`src/rtl/cmp_pkg.sv`:
```
// Shared encodings for the compare arbiter: result codes, FSM states, counter width.
package cmp_pkg;

    localparam logic [1:0] CMP_EQ = 2'b11;
    localparam logic [1:0] CMP_LT = 2'b10;
    localparam logic [1:0] CMP_GT = 2'b01;

    // Holds CMP_LAT-1 for CMP_LAT up to 4.
    localparam int unsigned CNT_W = 2;

    typedef enum logic [1:0] {
        IDLE = 2'd0,
        EXEC = 2'd1,
        RESP = 2'd2
    } state_t;

endpackage

```
`src/rtl/cmp_arbiter_if.sv`:
```
// Requester/response bundle for cmp_arbiter; req_signed exists only when
// CMP_ARBITER_SIGNED_EN is defined.
interface cmp_arbiter_if #(
    parameter int unsigned NUM_REQ = 4,
    parameter int unsigned WIDTH   = 32
);
    localparam int unsigned ID_W = (NUM_REQ > 1) ? $clog2(NUM_REQ) : 1;

    logic [NUM_REQ-1:0]       req_valid;
    logic [NUM_REQ-1:0]       req_ready;
    logic [NUM_REQ*WIDTH-1:0] req_a;
    logic [NUM_REQ*WIDTH-1:0] req_b;
`ifdef CMP_ARBITER_SIGNED_EN
    logic [NUM_REQ-1:0]       req_signed;
`endif
    logic                     rsp_valid;
    logic                     rsp_ready;
    logic [ID_W-1:0]          rsp_id;
    logic [1:0]               rsp_code;

`ifdef CMP_ARBITER_SIGNED_EN
    modport master (
        output req_valid, req_a, req_b, req_signed, rsp_ready,
        input  req_ready, rsp_valid, rsp_id, rsp_code
    );
    modport slave (
        input  req_valid, req_a, req_b, req_signed, rsp_ready,
        output req_ready, rsp_valid, rsp_id, rsp_code
    );
`else
    modport master (
        output req_valid, req_a, req_b, rsp_ready,
        input  req_ready, rsp_valid, rsp_id, rsp_code
    );
    modport slave (
        input  req_valid, req_a, req_b, rsp_ready,
        output req_ready, rsp_valid, rsp_id, rsp_code
    );
`endif

endinterface

```
`src/rtl/cmp_core.sv`:
```
// Combinational magnitude compare; equality wins over lt/gt, signed_sel picks
// two's-complement ordering.
module cmp_core
    import cmp_pkg::*;
#(
    parameter int unsigned WIDTH = 32
) (
    input  logic [WIDTH-1:0] a,
    input  logic [WIDTH-1:0] b,
    input  logic             signed_sel,
    output logic [1:0]       code_c
);

    logic lt_c;

    assign lt_c = signed_sel ? ($signed(a) < $signed(b)) : (a < b);

    always_comb begin
        code_c = CMP_GT;
        if (a == b) begin
            code_c = CMP_EQ;
        end else if (lt_c) begin
            code_c = CMP_LT;
        end
    end

endmodule

```
`src/rtl/cmp_arbiter.sv`:
```
// Round-robin arbiter sharing one compare datapath among NUM_REQ requesters.
// Optional CMP_ARBITER_SIGNED_EN adds per-requester signed-compare select.
module cmp_arbiter
    import cmp_pkg::*;
#(
    parameter int unsigned NUM_REQ = 4,
    parameter int unsigned WIDTH   = 32,
    parameter int unsigned CMP_LAT = 1
) (
    input logic        clk,
    input logic        rst,
    cmp_arbiter_if.slave bus
);

    localparam int unsigned ID_W = (NUM_REQ > 1) ? $clog2(NUM_REQ) : 1;

    state_t             state_q;
    state_t             state_d;
    logic [ID_W-1:0]    rr_ptr_q;
    logic [ID_W-1:0]    grant_idx_c;
    logic               grant_vld_c;
    logic [NUM_REQ-1:0] req_ready_c;
    logic               grant_fire_c;
    logic               done_c;
    logic               rsp_fire_c;
    logic [CNT_W-1:0]   cnt_q;
    logic [WIDTH-1:0]   a_q;
    logic [WIDTH-1:0]   b_q;
    logic               sgn_q;
    logic [1:0]         code_c;
    logic               rsp_valid_q;
    logic [ID_W-1:0]    rsp_id_q;
    logic [1:0]         rsp_code_q;

    // First valid requester at or after rr_ptr, wrapping.
    always_comb begin
        int unsigned j;
        j           = 0;
        grant_vld_c = 1'b0;
        grant_idx_c = '0;
        for (int unsigned k = 0; k < NUM_REQ; k++) begin
            j = 32'(rr_ptr_q) + k;
            if (j >= NUM_REQ) begin
                j = j - NUM_REQ;
            end
            if (!grant_vld_c && bus.req_valid[ID_W'(j)]) begin
                grant_vld_c = 1'b1;
                grant_idx_c = ID_W'(j);
            end
        end
    end

    always_ff @(posedge clk) begin
        if (rst) begin
            state_q <= IDLE;
        end else begin
            state_q <= state_d;
        end
    end

    // Next state and handshake strobes; reset masks any same-cycle grant.
    always_comb begin
        state_d      = state_q;
        req_ready_c  = '0;
        grant_fire_c = 1'b0;
        done_c       = 1'b0;
        rsp_fire_c   = 1'b0;
        case (state_q)
            IDLE: begin
                if (grant_vld_c && !rst) begin
                    req_ready_c[grant_idx_c] = 1'b1;
                    grant_fire_c             = 1'b1;
                    state_d                  = EXEC;
                end
            end
            EXEC: begin
                if (cnt_q == '0) begin
                    done_c  = 1'b1;
                    state_d = RESP;
                end
            end
            RESP: begin
                if (bus.rsp_ready) begin
                    rsp_fire_c = 1'b1;
                    state_d    = IDLE;
                end
            end
            default: state_d = IDLE;
        endcase
    end

    // Operand capture, pointer advance, latency count and result registers.
    always_ff @(posedge clk) begin
        if (rst) begin
            rr_ptr_q    <= '0;
            cnt_q       <= '0;
            a_q         <= '0;
            b_q         <= '0;
            rsp_valid_q <= 1'b0;
            rsp_id_q    <= '0;
            rsp_code_q  <= 2'b00;
        end else begin
            if (grant_fire_c) begin
                a_q      <= bus.req_a[32'(grant_idx_c)*WIDTH +: WIDTH];
                b_q      <= bus.req_b[32'(grant_idx_c)*WIDTH +: WIDTH];
                rsp_id_q <= grant_idx_c;
                rr_ptr_q <= (grant_idx_c == ID_W'(NUM_REQ-1)) ? '0 : grant_idx_c + 1'b1;
                cnt_q    <= CNT_W'(CMP_LAT-1);
            end
            if (state_q == EXEC && !done_c) begin
                cnt_q <= cnt_q - 1'b1;
            end
            if (done_c) begin
                rsp_code_q  <= code_c;
                rsp_valid_q <= 1'b1;
            end
            if (rsp_fire_c) begin
                rsp_valid_q <= 1'b0;
            end
        end
    end

`ifdef CMP_ARBITER_SIGNED_EN
    always_ff @(posedge clk) begin
        if (rst) begin
            sgn_q <= 1'b0;
        end else if (grant_fire_c) begin
            sgn_q <= bus.req_signed[grant_idx_c];
        end
    end
`else
    assign sgn_q = 1'b0;
`endif

    cmp_core #(
        .WIDTH(WIDTH)
    ) u_core (
        .a          (a_q),
        .b          (b_q),
        .signed_sel (sgn_q),
        .code_c     (code_c)
    );

    assign bus.req_ready = req_ready_c;
    assign bus.rsp_valid = rsp_valid_q;
    assign bus.rsp_id    = rsp_id_q;
    assign bus.rsp_code  = rsp_code_q;

endmodule

```
`src/flat_wrapper.sv`:
```
// flat-port wrapper written by rule: the top's interface ports become plain ports
module cmp_arbiter_flat import cmp_pkg::*;
#(
    parameter int unsigned NUM_REQ = 4,
    parameter int unsigned WIDTH   = 32,
    parameter int unsigned CMP_LAT = 1
)
  (clk, rst, bus_req_valid, bus_req_a, bus_req_b, bus_rsp_ready, bus_req_ready, bus_rsp_valid, bus_rsp_id, bus_rsp_code);
  cmp_arbiter_if #(.NUM_REQ(NUM_REQ), .WIDTH(WIDTH)) bus_i ();
  input logic clk;
  input logic rst;
  input wire logic [$bits(bus_i.req_valid)-1:0] bus_req_valid;
  input wire logic [$bits(bus_i.req_a)-1:0] bus_req_a;
  input wire logic [$bits(bus_i.req_b)-1:0] bus_req_b;
  input wire logic [$bits(bus_i.rsp_ready)-1:0] bus_rsp_ready;
  output wire logic [$bits(bus_i.req_ready)-1:0] bus_req_ready;
  output wire logic [$bits(bus_i.rsp_valid)-1:0] bus_rsp_valid;
  output wire logic [$bits(bus_i.rsp_id)-1:0] bus_rsp_id;
  output wire logic [$bits(bus_i.rsp_code)-1:0] bus_rsp_code;
  assign bus_i.req_valid = bus_req_valid;
  assign bus_i.req_a = bus_req_a;
  assign bus_i.req_b = bus_req_b;
  assign bus_i.rsp_ready = bus_rsp_ready;
  assign bus_req_ready = bus_i.req_ready;
  assign bus_rsp_valid = bus_i.rsp_valid;
  assign bus_rsp_id = bus_i.rsp_id;
  assign bus_rsp_code = bus_i.rsp_code;
  cmp_arbiter #(.NUM_REQ(NUM_REQ), .WIDTH(WIDTH), .CMP_LAT(CMP_LAT)) u_core (.clk(clk), .rst(rst), .bus(bus_i));
endmodule
```
`config.mk`:
```
export PLATFORM = sky130hd
export DESIGN_NAME = cmp_arbiter_flat
export DESIGN_NICKNAME = d
export VERILOG_FILES = /design/src/rtl/cmp_pkg.sv /design/src/rtl/cmp_arbiter_if.sv /design/src/rtl/cmp_core.sv /design/src/rtl/cmp_arbiter.sv /design/src/flat_wrapper.sv
export SDC_FILE = /design/constraint.sdc
export NUM_CORES = 1
export LEC_CHECK = 0
export BUFFER_PORTS_ARGS = -buffer_cell sky130_fd_sc_hd__buf_2
export CORE_MARGIN = 4
export CORE_UTILIZATION = 47
export CTS_BUF_LIST = sky130_fd_sc_hd__clkbuf_2
export DETAILED_ROUTE_END_ITERATION = 7
export HOLD_SLACK_MARGIN = 0.05
export PLACE_DENSITY = 0.85
export RECOVER_POWER = 100
export SLEW_MARGIN = 20
export SYNTH_ARGS = -nofsm -noshare
export SYNTH_HDL_FRONTEND = slang
export SYNTH_SLANG_ARGS = --single-unit
```
`constraint.sdc`:
```
create_clock -name clk -period 2.7 [get_ports clk]
set_input_delay 0.27 -clock clk [delete_from_list [all_inputs] [get_ports clk]]
set_output_delay 0.27 -clock clk [all_outputs]
set_load 0.03 [all_outputs]
```
==> flow_summary.json, run 1 <==
{
  "syn_area_per_cell_sq_um": 9.631,
  "skew_ns": 0.01995,
  "cts_buffers": 9,
  "drt_iter0_markers": 156,
  "rrSetupSlack_ns": 0.18,
  "cts-root-buf": "clkbuf_2",
  "core-area_sq_um": 10460,
  "p_switching_mw": 1.541,
  "seq_area_sq_um": 1501,
  "initial_core_util": 0.4870,
  "gp_congestion": 0.8010,
  "rows": 37,
  "drtPass1Iterations": 4,
  "cts.clk_slew.worst_paths_ns": 0.22,
  "cp_top_family": "simple AND/OR/NAND/NOR gates",
  "grt_pass1_wl_um": 23340,
  "clk_latency_ns": 0.51,
  "cts_tree": "built",
  "slowest_stage": "nor4_1",
  "yosysSeqAreaShare": 0.2947,
  "drtAntennaViolNets": 0,
  "drc": 0,
  "final_util": 0.6417,
  "worstReg2RegEnd": "u_core.a_q[7]$_SDFFE_PP0P_",
  "multiInputGateArea_sq_um": 3274,
  "clk_path_buf_depth": 2,
  "hold_end": "u_core.b_q[16]$_SDFFE_PP0P_",
  "cp-start-kind": "flip-flop",
  "internal_power_mw": 2.633,
  "p_sw_frac": 0.3692,
  "grt_pass1_vias": 5057,
  "fmax_ghz": 0.3973,
  "synthCells": 529,
  "routed_wl_um": 15030,
  "p_leak_nw": 3.563,
  "finalHoldViolCount": 0,
  "drive_gt1_frac": 0.3909,
  "fin_crit_sh": 0.9322,
  "grt_setup_unrepaired": "false",
  "p_clk_frac": 0.170,
  "hp-start": "bus_req_b[16]",
  "vdd_drop_max_mv": 0.3871,
  "cp.arrival_ns": 2.25,
  "cp.required_ns": 2.43,
  "die_w_um": 112.1,
  "worstPathMaxFanout": 16,
  "worstPathCellList": "nor4_1, buf_4, and2_1, clkbuf_2",
  "vias": 4983,
  "tns_ns": 0,
  "chipHeight_um": 112.1,
  "synth_nets": 829,
  "power.density_nw_per_um2": 621.6,
  "io_pins": 272,
  "antenna_found_initial": 0,
  "layout_common_cells": "264 x buf_2, 110 x mux2i_1, 75 x dfxtp_1, 48 x o22ai_1, 48 x a21o_1",
  "port_buffers": 271,
  "crit_buf_inv": 2,
  "hold_depth": 4,
  "synth_cell_types": 41,
  "finalCriticalPeriod_ns": 2.517,
  "hold_path.class": "primary input to flip-flop",
  "grt_max_degree": 60,
  "final_common_cell": "buf_2",
  "syn-cell-area_sq_um": 5095,
  "yosys_register_bits": 75,
  "sequentialPowerShare": 0.351,
  "antenna_cells": 0,
  "hpwlAfterDp_um": 12280,
  "end_kind": "output port",
  "reg2reg_depth": 7,
  "cts_sinks": 75,
  "grt.total_usage": 0.2274,
  "worstSetupPathType": "flip-flop to output port",
  "yosysWarnings": 0,
  "area_growth_pct": 31.78,
  "status": "complete, no violations",
  "reg2reg_from": "u_core.rr_ptr_q[1]$_SDFFE_PP0P_",
  "wire_per_inst_um": 16.18,
  "slowest_delay_ns": 0.60,
  "drv_cap": 0,
  "fin_nets": 1088,
  "tightest_slew_ns": 0.8934,
  "fill_cells": 920,
  "setup_violations": 0,
  "grt-ovfl-total": 0,
  "relSlewSlack": 0.4044,
  "combPwrFrac": 0.478,
  "h-tree-depth": 3,
  "die-area_sq_um": 12570,
  "post_drt_via_cell_ratio": 5.364,
  "finalMaxSlewViolations": 0
}
-- power groups by stage --
stage / clock network (mW) / logic (mW) / registers (mW)
after global placement: 0 / 1.97 / 1.48
after CTS: 0.734 / 2.02 / 1.46
after floorplan: 0 / 1.50 / 1.46
after detailed placement: 0 / 2.01 / 1.49
final: 0.712 / 2.00 / 1.47
after global routing: 0.789 / 2.22 / 1.49
-- metrics by stage --
step                setup WS [ns]  hold WS [ns]  power [mW]  std cells  area (sq um)
floorplan                  0.6636        0.4263       2.961        529          5095
global route             0.006893       0.05701       4.501        929          6714
finish                     0.1831        0.1067       4.174        929          6714
CTS                        0.1060       0.06456       4.216        929          6729
detailed placement         0.5938        0.4332       3.497        912          6581
global placement           0.6238        0.4326       3.454        912          6581
-- worst max-delay path by stage --
stage,startpoint,to,cells after the start
CTS,u_core.rr_ptr_q[1]$_SDFFE_PP0P_,bus_req_ready[2],7
detailed placement,bus_req_valid[0],u_core.a_q[21]$_SDFFE_PP0P_,8
global placement,bus_req_valid[3],u_core.a_q[25]$_SDFFE_PP0P_,8
finish,u_core.state_q[0]$_SDFFE_PP0P_,bus_req_ready[2],4
floorplan,u_core.rr_ptr_q[1]$_SDFFE_PP0P_,bus_req_ready[0],9
global route,u_core.rr_ptr_q[1]$_SDFFE_PP0P_,bus_req_ready[3],7
-- cell usage after synthesis (all sizes together) --
| cell type | number | area [sq um] |
|---|---|---|
| clkbuf | 14 | 52.55 |
| nand2 | 17 | 63.81 |
| a21o | 48 | 360.4 |
| nor3 | 3 | 15.01 |
| nand4 | 6 | 37.54 |
| or3 | 1 | 6.260 |
| nor2b | 1 | 6.260 |
| nor2 | 29 | 108.9 |
| or3b | 1 | 8.760 |
| ha | 37 | 462.9 |
| a221oi | 2 | 17.52 |
| o221a | 1 | 11.26 |
| a22oi | 1 | 7.510 |
| a21oi | 16 | 80.08 |
| mux4 | 16 | 386.6 |
| o211ai | 3 | 22.52 |
| o22ai | 49 | 312.8 |
| o22a | 1 | 8.760 |
| or2 | 1 | 6.260 |
| buf | 21 | 135.1 |
| mux2i | 110 | 1101 |
| nor4 | 3 | 18.77 |
| a211oi | 2 | 15.01 |
| a211o | 2 | 17.52 |
| a31oi | 2 | 12.51 |
| o31ai | 4 | 30.03 |
| inv | 42 | 160.2 |
| and2 | 4 | 25.02 |
| nand2b | 3 | 18.77 |
| o21ai | 9 | 45.04 |
| o31a | 1 | 8.760 |
| and4 | 1 | 8.760 |
| o21a | 1 | 7.510 |
| nand3 | 1 | 5.000 |
| a32oi | 1 | 8.760 |
| dfxtp | 75 | 1501 |
-- metal layers --
| layer | track usage | up-vias | share of wire |
|---|---|---|---|
| li1 | - | 2495 | - |
| met1 | 0.2721 | 2271 | 0.40 |
| met2 | 0.4104 | 199 | 0.49 |
| met3 | 0.05337 | 18 | 0.090 |
| met4 | 0.05609 | 0 | 0.014 |
| met5 | 0 | - | 0 |
-- registers in the layout, indices dropped and copies added (netlist names) --
| signal | flops |
|---|---|
| u_core.a_q | 32 |
| u_core.b_q | 32 |
| u_core.bus.rsp_code | 2 |
| u_core.bus.rsp_id | 2 |
| u_core.bus.rsp_valid | 1 |
| u_core.cnt_q | 2 |
| u_core.rr_ptr_q | 2 |
| u_core.state_q | 2 |
-- layout make-up --
type,count,area share
Multi-Input combinational cell,377,0.4877
Tap cell,136,0.02534
Clock buffer,9,0.006709
Clock inverter,7,0.01379
Sequential cell,75,0.2236
Timing Repair Buffer,283,0.2186
Inverter,42,0.02423
-- cells by family after synthesis --
family | Yosys count | share of synthesized area
compound gates | 143 | 0.1896
mux | 126 | 0.2920
buf+inv | 77 | 0.06827
flops | 75 | 0.2947
simple gates | 71 | 0.06459
fa+ha+maj | 37 | 0.09086
-- what timing repair did --
item                                   CTS  global route
endpoints found under the hold margin    2             0
resized for setup                        0             2
setup endpoints to repair                0             2
hold buffers                             1             0
buffers inserted                         0             0
-- worst reg2reg max path, delay by kind of cell, from the launching register on --
| kind | cells | cell delay (ns) |
|---|---|---|
| multiplexers | 2 | 0.61 |
| AO/OA/AOI/OAI | 2 | 0.51 |
| flip-flops | 1 | 0.47 |
| buffers and inverters | 2 | 0.78 |
| AND/OR/NAND/NOR | 1 | 0.05 |
No activity file was read; power rests on OpenSTA's default activity.
==> run 2, diff against run 1 <==
Settings changed: HOLD_SLACK_MARGIN 0.05 to 0.1.
Clock period 2.7 ns to 2.6 ns, I/O delays scaled along.
==> flow_summary.json, run 2 (same netlist as run 1, synthesis figures left out) <==
{
  "final_area_sq_um": 7754,
  "drc": 0,
  "final_common_cell": "buf_2",
  "drv_cap": 0,
  "layout_common_cells": "264 x buf_2, 110 x mux2i_1, 92 x dlygate4sd3_1, 74 x dfxtp_1",
  "cts-root-buf": "clkbuf_2",
  "rows": 37,
  "p_leak_nw": 4.009,
  "grt-ovfl-total": 0,
  "fmax_ghz": 0.4063,
  "crit_buf_inv": 3,
  "tightest_slew_ns": 1.031,
  "worstPathMaxFanout": 30,
  "cts.clk_slew.worst_paths_ns": 0.25,
  "io_pins": 272,
  "end_kind": "flip-flop",
  "skew_ns": 0.03741,
  "chipHeight_um": 112.1,
  "gp_congestion": 0.8047,
  "drtAntennaViolNets": 0,
  "setup_violations": 0,
  "clk_latency_ns": 0.51,
  "cp-start-kind": "flip-flop",
  "core-area_sq_um": 10460,
  "port_buffers": 271,
  "placed_area_sq_um": 6594,
  "grt.total_usage": 0.2889,
  "relSlewSlack": 0.3126,
  "cp.arrival_ns": 2.92,
  "grt_setup_unrepaired": "false",
  "cts_tree": "built",
  "cts_sinks": 75,
  "status": "complete, no violations",
  "finalCriticalPeriod_ns": 2.461,
  "tns_ns": 0,
  "slowest_stage": "dlygate4sd3_1",
  "fin_crit_sh": 0.9467,
  "grt_max_degree": 60,
  "routed_wl_um": 19730,
  "hpwlAfterDp_um": 12120,
  "cts_buffers": 9,
  "drtPass1Iterations": 5,
  "antenna_found_initial": 2,
  "grt_pass1_wl_um": 29300,
  "cp_top_family": "buffers and inverters",
  "wire_per_inst_um": 19.19,
  "h-tree-depth": 3,
  "area_growth_pct": 52.19,
  "finalHoldViolCount": 0,
  "worstSetupPathType": "flip-flop to flip-flop",
  "finalMaxSlewViolations": 0,
  "die_w_um": 112.1,
  "die-area_sq_um": 12570,
  "vdd_drop_max_mv": 0.3929,
  "vias": 5852,
  "slowest_delay_ns": 0.60,
  "post_drt_via_cell_ratio": 5.693,
  "power.density_nw_per_um2": 623.6,
  "cp.required_ns": 3.06,
  "drive_gt1_frac": 0.3584,
  "hold_path.class": "primary input to flip-flop",
  "grt_pass1_vias": 5967,
  "initial_core_util": 0.4870,
  "worstPathCellList": "inv_1, a221oi_1, o22a_4, buf_16, mux2i_1, dlygate4sd3_1, o22ai_1, a21o_1",
  "fin_nets": 1185,
  "top_regs": "u_core.a_q x32, u_core.b_q x32",
  "drt_iter0_markers": 389,
  "clk_path_buf_depth": 2
}
[run 2: cell count changes in the layout (fill, tap and decap cells not counted), sizes merged]
cell,previous run,this run
buf,275,276
clkbuf,16,21
clkinv,3,2
clkinvlp,2,1
diode,0,2
dlygate4sd3,1,92
inv,42,44
[run 2: path summary, 6_finish.rpt]
path / cells after the start / slack (ns) / start / end
max: 8 / 0.14 / u_core.rr_ptr_q[0]$_SDFFE_PP0P_ / u_core.a_q[30]$_SDFFE_PP0P_
min: 4 / 0.14 / bus_req_b[47] / u_core.b_q[15]$_SDFFE_PP0P_
max reg2reg: 8 / 0.14 / u_core.rr_ptr_q[0]$_SDFFE_PP0P_ / u_core.a_q[30]$_SDFFE_PP0P_
min reg2reg: 2 / 0.47 / u_core.bus.rsp_id[1]$_SDFFE_PP0P_ / u_core.bus.rsp_id[1]$_SDFFE_PP0P_
[run 2: through the flow]
step / cells / power (mW) / util / setup slack (ns) / hold slack, ns
5_1_grt: 1028 / 5.143 / 0.7411 / 0.006134 / 0.1067
2_1_floorplan: 529 / 3.075 / - / 0.5736 / 0.4263
3_3_place_gp: 912 / 3.586 / 0.6302 / 0.4992 / 0.4294
4_1_cts: 1020 / 4.646 / 0.7320 / 0.03189 / 0.1000
6_report: 1028 / 4.835 / 0.7411 / 0.1386 / 0.1437
3_5_place_dp: 912 / 3.640 / 0.6302 / 0.5067 / 0.4332
[run 2: worst min-delay path, cell delays in order]
cell and delay, ns:
buf_2 0.09, mux2i_1 0.06, o22ai_1 0.13, a21o_1 0.10
[run 2: area by class of cell]
| type | instances | area, sq um |
|---|---|---|
| flip-flops and latches | 75 | 1505 |
| well taps | 136 | 170.2 |
| inverters | 42 | 162.7 |
| diodes | 2 | 5.005 |
| clock inverters | 7 | 98.84 |
| fillers | 742 | 2709 |
| clock buffers | 9 | 45.04 |
| multi-input cells | 377 | 3292 |
| repair buffers | 380 | 2475 |
[run 2: metal layers]
layer / track usage / wire length (um) / vias up
li1: - / - / 2688
met1: 0.3276 / 7269 / 2719
met2: 0.5070 / 9775 / 363
met3: 0.07385 / 1770 / 82
met4: 0.1346 / 911 / 0
met5: 0 / 0 / -
[run 2: repair_timing]
item	CTS	global route
setup endpoints to repair	0	29
resized for setup	0	8
hold buffers	92	0
setup buffers	0	3
hold endpoints to repair	32	0
[run 2: power breakdown]
group | switching (mW) | total (mW) | internal, mW
Sequential | 0.154 | 1.54 | 1.38
Clock | 0.451 | 0.776 | 0.325
Combinational | 1.21 | 2.52 | 1.31
Total | 1.82 | 4.83 | 3.01
